### src/rtl/reader_fifo_serializer.sv
// reader_fifo_serializer: pops 32-bit reader-FIFO words and streams them one byte per cycle with lane index.
// Define SERIALIZER_MSB_FIRST_EN to present lanes 3..0 within each word instead of 0..3.
module reader_fifo_serializer #(
  parameter int LEN_WIDTH  = 6,
  parameter int DATA_WIDTH = 32
) (
  input  logic                  CLK,
  input  logic                  RESET,
  input  logic                  i_start,
  input  logic [LEN_WIDTH-1:0]  i_length,
  input  logic                  i_fifo_empty,
  input  logic [DATA_WIDTH-1:0] i_fifo_dout,
  output logic                  o_fifo_rd_en,
  output logic [7:0]            o_serialized_output,
  output logic                  o_serialized_output_valid,
  output logic [1:0]            o_serialize_counter,
  output logic                  o_busy,
  output logic                  o_done,
  output logic                  o_underflow
);
  typedef enum logic [2:0] {IDLE, REQ, LOAD, STREAM, DONE} state_t;
  state_t state, state_n;
  logic [LEN_WIDTH-2:0] words_left;
  logic [1:0] tail, lane, end_lane;
  logic [DATA_WIDTH-1:0] word;
  logic cur_last, pf, at_end, reload;
`ifdef SERIALIZER_MSB_FIRST_EN
  localparam logic [1:0] FIRST = 2'd3, PF_LANE = 2'd1, FULL_END = 2'd0, STEP = 2'd3;
  assign end_lane = 2'd0 - tail;
`else
  localparam logic [1:0] FIRST = 2'd0, PF_LANE = 2'd2, FULL_END = 2'd3, STEP = 2'd1;
  assign end_lane = tail - 2'd1;
`endif
  // pf holds whether the prefetch issued on the lane just before the word's final lane
  assign at_end = state == STREAM && lane == (cur_last ? end_lane : FULL_END);
  assign reload = at_end && !cur_last && pf;
  always_ff @(posedge CLK) state <= RESET ? IDLE : state_n;
  always_comb begin
    state_n = state;
    case (state)
      IDLE:    state_n = i_start ? (i_length == '0 ? DONE : REQ) : IDLE;
      REQ:     state_n = o_fifo_rd_en ? LOAD : REQ;
      LOAD:    state_n = STREAM;
      STREAM:  state_n = !at_end ? STREAM : cur_last ? DONE : pf ? STREAM : REQ;
      default: state_n = IDLE;
    endcase
  end
  always_comb begin
    o_fifo_rd_en = !i_fifo_empty && (state == REQ || (state == STREAM && lane == PF_LANE && words_left != '0));
    o_serialized_output_valid = state == STREAM;
    o_serialized_output = state == STREAM ? word[8*lane +: 8] : 8'd0;
    o_serialize_counter = state == STREAM ? lane : 2'd0;
    o_busy = state == REQ || state == LOAD || state == STREAM;
    o_done = state == DONE;
  end
  always_ff @(posedge CLK) begin
    if (RESET) begin
      words_left  <= '0;
      tail        <= '0;
      lane        <= '0;
      word        <= '0;
      cur_last    <= 1'b0;
      pf          <= 1'b0;
      o_underflow <= 1'b0;
    end else begin
      pf <= o_fifo_rd_en;
      if (state == IDLE && i_start) begin
        words_left  <= {1'b0, i_length[LEN_WIDTH-1:2]} + (LEN_WIDTH-1)'(|i_length[1:0]);
        tail        <= i_length[1:0];
        o_underflow <= 1'b0;
      end else if (o_fifo_rd_en) words_left <= words_left - (LEN_WIDTH-1)'(1);
      if (state == LOAD || reload) begin
        word     <= i_fifo_dout;
        lane     <= FIRST;
        cur_last <= words_left == '0;
      end else if (state == STREAM) lane <= lane + STEP;
      if (at_end && !cur_last && !pf) o_underflow <= 1'b1;
    end
  end
endmodule
### config.mk
export PLATFORM = sky130hd
export DESIGN_NAME = reader_fifo_serializer
export DESIGN_NICKNAME = d
export VERILOG_FILES = /design/src/rtl/reader_fifo_serializer.sv
export SDC_FILE = /design/constraint.sdc
export NUM_CORES = 1
export LEC_CHECK = 0
export CAP_MARGIN = 20
export CORE_ASPECT_RATIO = 0.6
export CORE_UTILIZATION = 35
export CTS_CLUSTER_DIAMETER = 40
export CTS_CLUSTER_SIZE = 30
export DETAILED_ROUTE_END_ITERATION = 8
export GPL_ROUTABILITY_DRIVEN = 0
export PLACE_DENSITY_LB_ADDON = 0.2
export SYNTH_ARGS = -nofsm -noshare
export SYNTH_HDL_FRONTEND = slang
export SYNTH_SLANG_ARGS = --single-unit
### constraint.sdc
create_clock -name CLK -period 1.87 [get_ports CLK]
set_input_delay 0.4675 -clock CLK [delete_from_list [all_inputs] [get_ports CLK]]
set_output_delay 0.4675 -clock CLK [all_outputs]
set_load 0.005 [all_outputs]
==> results_dict.tcl, run 1 <==
set metrics [dict create \
    seq_cells_post_synth 47 \
    critical_path_arrival_ns 1.66 \
    total_number_of_yosys_warnings 0 \
    yosysSeqAreaShare_pct 40.74 \
    die-height_um 64.93 \
    vias_per_cell 4.969 \
    place_hpwl_um 4543 \
    leakagePower_nw 1.362 \
    area_of_combinational_cells_with_multiple_inputs_um2 1350 \
    cts.sink_count 47 \
    global_route.usage.total_pct 18.70 \
    critical_path_required_ns 1.40 \
    drt-pass1-iter-count 4 \
    cp-start-kind "register" \
    synth-async-reset-ratio_pct 0 \
    post-route-worst-setup-slack_ns -0.2600 \
    place.detailed.instances 424 \
    critical_path.cell_chain "inv_2, ha_4, or4b_4, a21oi_4, inv_2, buf_6" \
    ys_types 49 \
    prevailing_post_synth_register_cell "dfxtp_1" \
    route.vias.total 2226 \
    globalRoute.totalOverflow 0 \
    die_x_um 106.9 \
    final_cells 448 \
    fillers 578 \
    rsz0062_at_grt "yes" \
    max_stage_delay_ns 0.49 \
    fp.coreArea_um2 6248 \
    yosys.area_share.simple_pct 25.14 \
    final_max_slew_viol_count 0 \
    num-nets-final 410 \
    cts.hold.buffers_added 0 \
    grt_antenna_before_repair 0 \
    path_class "reg -> out" \
    worst_case_headroom_to_the_max_slew_limit_pct 77.61 \
    placement_rows 22 \
    final_layout_size_suffix_gt1_share_pct 30.22 \
    ctsLongestPathBuffers 2 \
    violations "negative setup slack" \
    placement.setup.worst_slack_ns -0.5688 \
    synth_top_family_by_area "simple AND/OR/NAND/NOR gates" \
    adder_cell_share_of_the_synthesized_area_pct 2.709 \
    postSynthAreaPerCell_um2 8.618 \
    start_util_pct 36.96 \
    number_of_clock_buffers_inserted_by_tritoncts 5 \
    peak_clock_frequency_supported_by_timing_mhz 469.5 \
    timing.max_cap.violations 0 \
    status "finished with violations" \
    routed_length_per_placed_instance_um 14.49 \
    post-synth-top-count-cell "nand2_1" \
    hold_path.class "reg -> reg" \
    commonest_cells_in_the_netlist "nand2_1, dfxtp_1, a21oi_1, nor2_1, and2_1" \
    clkLatencyLatePin_ns 0.30 \
    grt_first_pass_wirelength_um 10020 \
    route.final.wire_length_um 6492 \
    fin_skew_ns 0.008751 \
    cts_tree "built" \
    cts.clk_slew.worst_paths_ns 0.09 \
    pwr_density_cell_nw_per_um2 649.9 \
    die_area_um2 6939 \
    grt_start_max_net_pins 34 \
    synthDominantCellAreaShare_pct 40.74 \
    timing.critical_path.to_type "output port" \
    ff_latch_area_um2 948.4 \
    antenna_left 0 \
    tightest_slew_ns 0.3274 \
    timing.critical_path.mode_cell "inv_2" \
    synth_enable_flop_cells 0 \
    mappedNetlistNets 315 \
    n_antenna_cell 0 \
    ir_drop_uv 299.2 \
    cts-root-buf "clkbuf_8" \
    critical_path.slowest_cell "or4b_4" \
    final_layout_setup_total_negative_slack_ns -1.872 \
    post_synth_top_area_cell "dfxtp_1" \
    design.portCount 57 \
    hold_ws_ns 0.4530 \
    worst-path-max-fanout 2 \
    place.port_buffers 56 \
    synth_compound_area_share_pct 16.58 \
    vias_in_the_first_global_route 1988 \
    cts.htree.levels 2 \
    finalSetupViolCount 12 \
    synthXorXnorAreaFrac_pct 1.896 \
    period_share_pct 113.9 \
    area_contributors_post_synth "dfxtp_1, nand2_1, a21oi_1, mux4_2, and2_1" \
    finalCriticalPeriod_ns 2.130 \
    remaining_drc_errors 0 \
    synth.cell_area_um2 2310 \
    synthCells 268 \
    area.growth.synth_to_final_pct 53.52 \
    yosys-mux-area-fraction_pct 8.667 \
    final_hold_violation_count 0 \
    drt-initial-drc-count 103 \
]
-- final timing paths --
| path | start | to | slack, ns | cells after the start |
|---|---|---|---|---|
| setup / recovery | words_left[1] | o_fifo_rd_en | -0.26 | 6 |
| hold / removal | word[0] | word[0] | 0.45 | 2 |
| setup reg to reg | lane[1] | words_left[2] | -0.17 | 9 |
| hold reg to reg | word[0] | word[0] | 0.45 | 2 |
-- state kept, by name, indices dropped and copies added, names as in the netlist --
name,count
cur_last,1
lane,2
o_underflow,1
pf,1
state,3
tail,2
word,32
words_left,5
-- where the power goes --
group / switching [mW] / internal, mW / leakage [nW] / total, mW
registers: 0.0412 / 1.06 / 0.385 / 1.10
clock network: 0.354 / 0.302 / 0.0474 / 0.656
logic: 0.239 / 0.310 / 0.930 / 0.549
-- critical path: cells and delay by family (launching register included) --
kind | cells | cell delay, ns
simple gates | 1 | 0.49
buf+inv | 3 | 0.25
compound gates | 1 | 0.18
flops | 1 | 0.33
fa+ha+maj | 1 | 0.12
-- kinds of logic after synthesis --
logic type                 count (synthesis)
and+or+nand+nor                          119
AOI/OAI and AO/OA                         60
DFF                                       47
buffers and inverters                     22
muxes                                     10
xor gates and xnor gates                   5
adders and majority gates                  5
-- layer usage --
metal | up-vias | GRT usage, % | wire length, um
met5 | - | 0 | 0
met4 | 0 | 3.596 | 38
met3 | 5 | 4.125 | 246
met2 | 42 | 26.05 | 2693
met1 | 1056 | 28.90 | 3514
li1 | 1123 | - | -
-- cells in the final DEF (no fill, tap or decap), types with 2 or more instances in the layout --
cell type / instances
nand2_1: 71
dfxtp_1: 41
clkdlybuf4s50_1: 40
a21oi_1: 36
buf_4: 35
buf_6: 16
nor2_1: 12
mux4_2: 8
and2_4: 8
clkbuf_8: 6
dfxtp_2: 6
nand3b_1: 4
inv_2: 4
nand2b_1: 4
dlygate4sd2_1: 4
buf_12: 4
xnor2_1: 3
a311oi_1: 3
ha_1: 3
and2_1: 2
mux2i_1: 2
nor2b_1: 2
o21a_1: 2
o21ai_0: 2
or4_4: 2
o31ai_1: 2
xor2_1: 2
nand3_1: 2
ha_4: 2
dlymetal6s2s_1: 2
buf_8: 2
-- through the flow --
step	power, mW	cell area (um2)	util (%)
global route	2.432	3546	56.75
CTS	2.283	3420	54.73
finish	2.304	3546	56.75
detailed placement	1.606	3198	51.18
global placement	1.601	3198	51.18
floorplan	1.348	2310	-
-- area by class of cell --
type	instances	share of cell area [%]
Sequential cell	47	26.75
Clock inverter	2	0.4587
Tap cell	84	2.964
Inverter	6	0.7057
Clock buffer	6	2.329
Multi-Input combinational cell	199	38.07
Timing Repair Buffer	104	28.72
-- repair_timing --
| action | in CTS | in global routing |
|---|---|---|
| buffers inserted | 11 | 6 |
| endpoints found under the setup margin | 16 | 15 |
| resized for setup | 72 | 24 |
| hold endpoints to repair | 0 | 0 |
| pin swaps | 9 | 11 |
Power figures use the tool's default switching activity.
==> run 2: changes to the inputs <==
RECOVER_POWER = 50   (was default)
==> results_dict.tcl, run 2 (synthesized netlist as in run 1, its figures left out) <==
set metrics [dict create \
    hold_ws_ns 0.4528 \
    die-height_um 64.93 \
    period_share_pct 114.2 \
    start_util_pct 36.96 \
    ctsLongestPathBuffers 2 \
    placement_rows 22 \
    clkLatencyLatePin_ns 0.30 \
    final_layout_size_suffix_gt1_share_pct 29.40 \
    die_x_um 106.9 \
    hold_path.startpoint "word[0]" \
    cp-start-kind "register" \
    routed_length_per_placed_instance_um 14.50 \
    drt-pass1-iter-count 5 \
    timing.max_cap.violations 0 \
    cts.htree.levels 2 \
    peak_clock_frequency_supported_by_timing_mhz 468.4 \
    area_of_combinational_cells_with_multiple_inputs_um2 1350 \
    postLayoutCoreUtil_pct 56.57 \
    critical_path.reg2reg.endpoint "words_left[2]" \
    hold_path.class "reg -> reg" \
    ff_latch_area_um2 948.4 \
    timing.critical_path.mode_cell "inv_2" \
    critical_path.cell_chain "inv_2, ha_4, or4b_4, a21oi_4, inv_2, buf_6" \
    final_max_slew_viol_count 0 \
    leakagePower_nw 1.352 \
    ir_drop_uv 302.4 \
    globalRoute.totalOverflow 0 \
    n_antenna_cell 0 \
    path_class "reg -> out" \
    route.final.wire_length_um 6496 \
    top_regs "word (32), words_left (5), state (3)" \
    post-route-worst-setup-slack_ns -0.2651 \
    critical_path_required_ns 1.40 \
    power_frac_clock_pct 28.6 \
    p_sw_mw 0.6369 \
    cts-root-buf "clkbuf_8" \
    finalSetupViolCount 12 \
    grt_first_pass_wirelength_um 10020 \
    place.port_buffers 56 \
    timing.critical_path.to_type "output port" \
    remaining_drc_errors 0 \
    drt-initial-drc-count 110 \
    place.detailed.instances 424 \
    die_area_um2 6939 \
    r2r.worst_path.cells 9 \
    worst_case_headroom_to_the_max_slew_limit_pct 63.92 \
    vias_in_the_first_global_route 1988 \
    final_cells 448 \
    largest_register_ff_count 32 \
    hold_path_endpoint "word[0]" \
    fin_skew_ns 0.008368 \
    layout.cells.most_common_list "nand2_1, dfxtp_1, clkdlybuf4s50_1, a21oi_1, buf_4" \
    share_seq_of_total_power_pct 47.7 \
    route.vias.total 2237 \
    cts.sink_count 47 \
    status "finished with violations" \
    cts.clk_slew.worst_paths_ns 0.09 \
    violations "negative setup slack" \
    worstPathBufferInverterCount 3 \
    worst-path-max-fanout 2 \
    fillers 580 \
    place_hpwl_um 4543 \
    r2r-start "lane[1]" \
    final_common_cell "nand2_1" \
    reg2reg_slack_ns -0.17 \
    max_stage_delay_ns 0.49 \
    hold_depth 2 \
    critical-path-top-delay-family "simple AND/OR/NAND/NOR gates" \
    internal_power_mw 1.665 \
    critical_path.slowest_cell "or4b_4" \
    regMostFlops "word" \
    num-nets-final 410 \
    vias_per_cell 4.993 \
    finalCriticalPeriod_ns 2.135 \
    global_route.usage.total_pct 18.70 \
    final_hold_violation_count 0 \
    critical_path_arrival_ns 1.67 \
    rsz0062_at_grt "yes" \
    design.portCount 57 \
    fp.coreArea_um2 6248 \
    number_of_clock_buffers_inserted_by_tritoncts 5 \
    grt_start_max_net_pins 34 \
    area.growth.synth_to_final_pct 53.03 \
    cts_tree "built" \
    pwr_density_cell_nw_per_um2 651.4 \
    grt_antenna_before_repair 0 \
    tightest_slew_ns 0.5412 \
    antenna_left 0 \
    power.switching_fraction_pct 27.66 \
    comb_power_share_pct 23.6 \
]
-- run 2: cell count changes in the layout (fill, tap and decap cells not counted), sizes merged --
cell	previous run	this run
buf	57	54
clkbuf	7	10
clkdlybuf4s50	40	39
dlygate4sd3	0	1
-- run 2: worst max-delay path by stage --
stage,slack [ns],endpoint,cells after the start,from
2_1_floorplan,0.05,o_serialized_output[3],3,lane[1]
3_3_place_gp,-0.58,o_fifo_rd_en,5,i_fifo_empty
3_5_place_dp,-0.57,o_fifo_rd_en,5,i_fifo_empty
4_1_cts,-0.26,o_fifo_rd_en,6,words_left[0]
5_1_grt,-0.32,o_fifo_rd_en,6,words_left[1]
6_report,-0.27,o_fifo_rd_en,6,words_left[1]
-- run 2: stage by stage --
step / area (um2) / setup WS [ns] / setup TNS (ns) / total power [mW]
finish: 3535 / -0.2651 / -1.942 / 2.302
detailed placement: 3198 / -0.5688 / -4.115 / 1.606
floorplan: 2310 / 0.05020 / 0 / 1.348
CTS: 3420 / -0.2629 / -1.693 / 2.283
global placement: 3198 / -0.5830 / -4.120 / 1.601
global route: 3535 / -0.3173 / -2.668 / 2.427
-- run 2: routing by layer --
layer | wire length [um] | vias up | track usage, %
met5 | 0 | - | 0
met4 | 38 | 0 | 3.596
met3 | 309 | 5 | 4.125
met2 | 2689 | 41 | 26.05
met1 | 3459 | 1068 | 28.90
li1 | - | 1123 | -
-- run 2: tightest hold or removal path: stages (launching register included) --
cell and delay (ns):
dfxtp_1 0.32, nand2_1 0.05, a21oi_1 0.05
-- run 2: power groups by stage --
stage | Combinational, mW | Clock [mW] | Sequential, mW
finish | 0.544 | 0.659 | 1.10
global route | 0.594 | 0.728 | 1.10
CTS | 0.516 | 0.671 | 1.10
detailed placement | 0.491 | 0 | 1.11
global placement | 0.489 | 0 | 1.11
floorplan | 0.238 | 0 | 1.11
-- run 2: area by class of cell --
type	instances	area share (%)
clock inverter	2	0.4602
clock buffer	6	2.336
tap	84	2.973
multi-input combinational	199	38.19
inverter	6	0.7080
sequential	47	26.83
timing repair buffer	104	28.50
-- run 2: repair_timing --
action	CTS	global route
buffers inserted	11	6
resized for setup	72	24
hold buffers	0	0
endpoints found under the setup margin	16	15
pin swaps	9	11
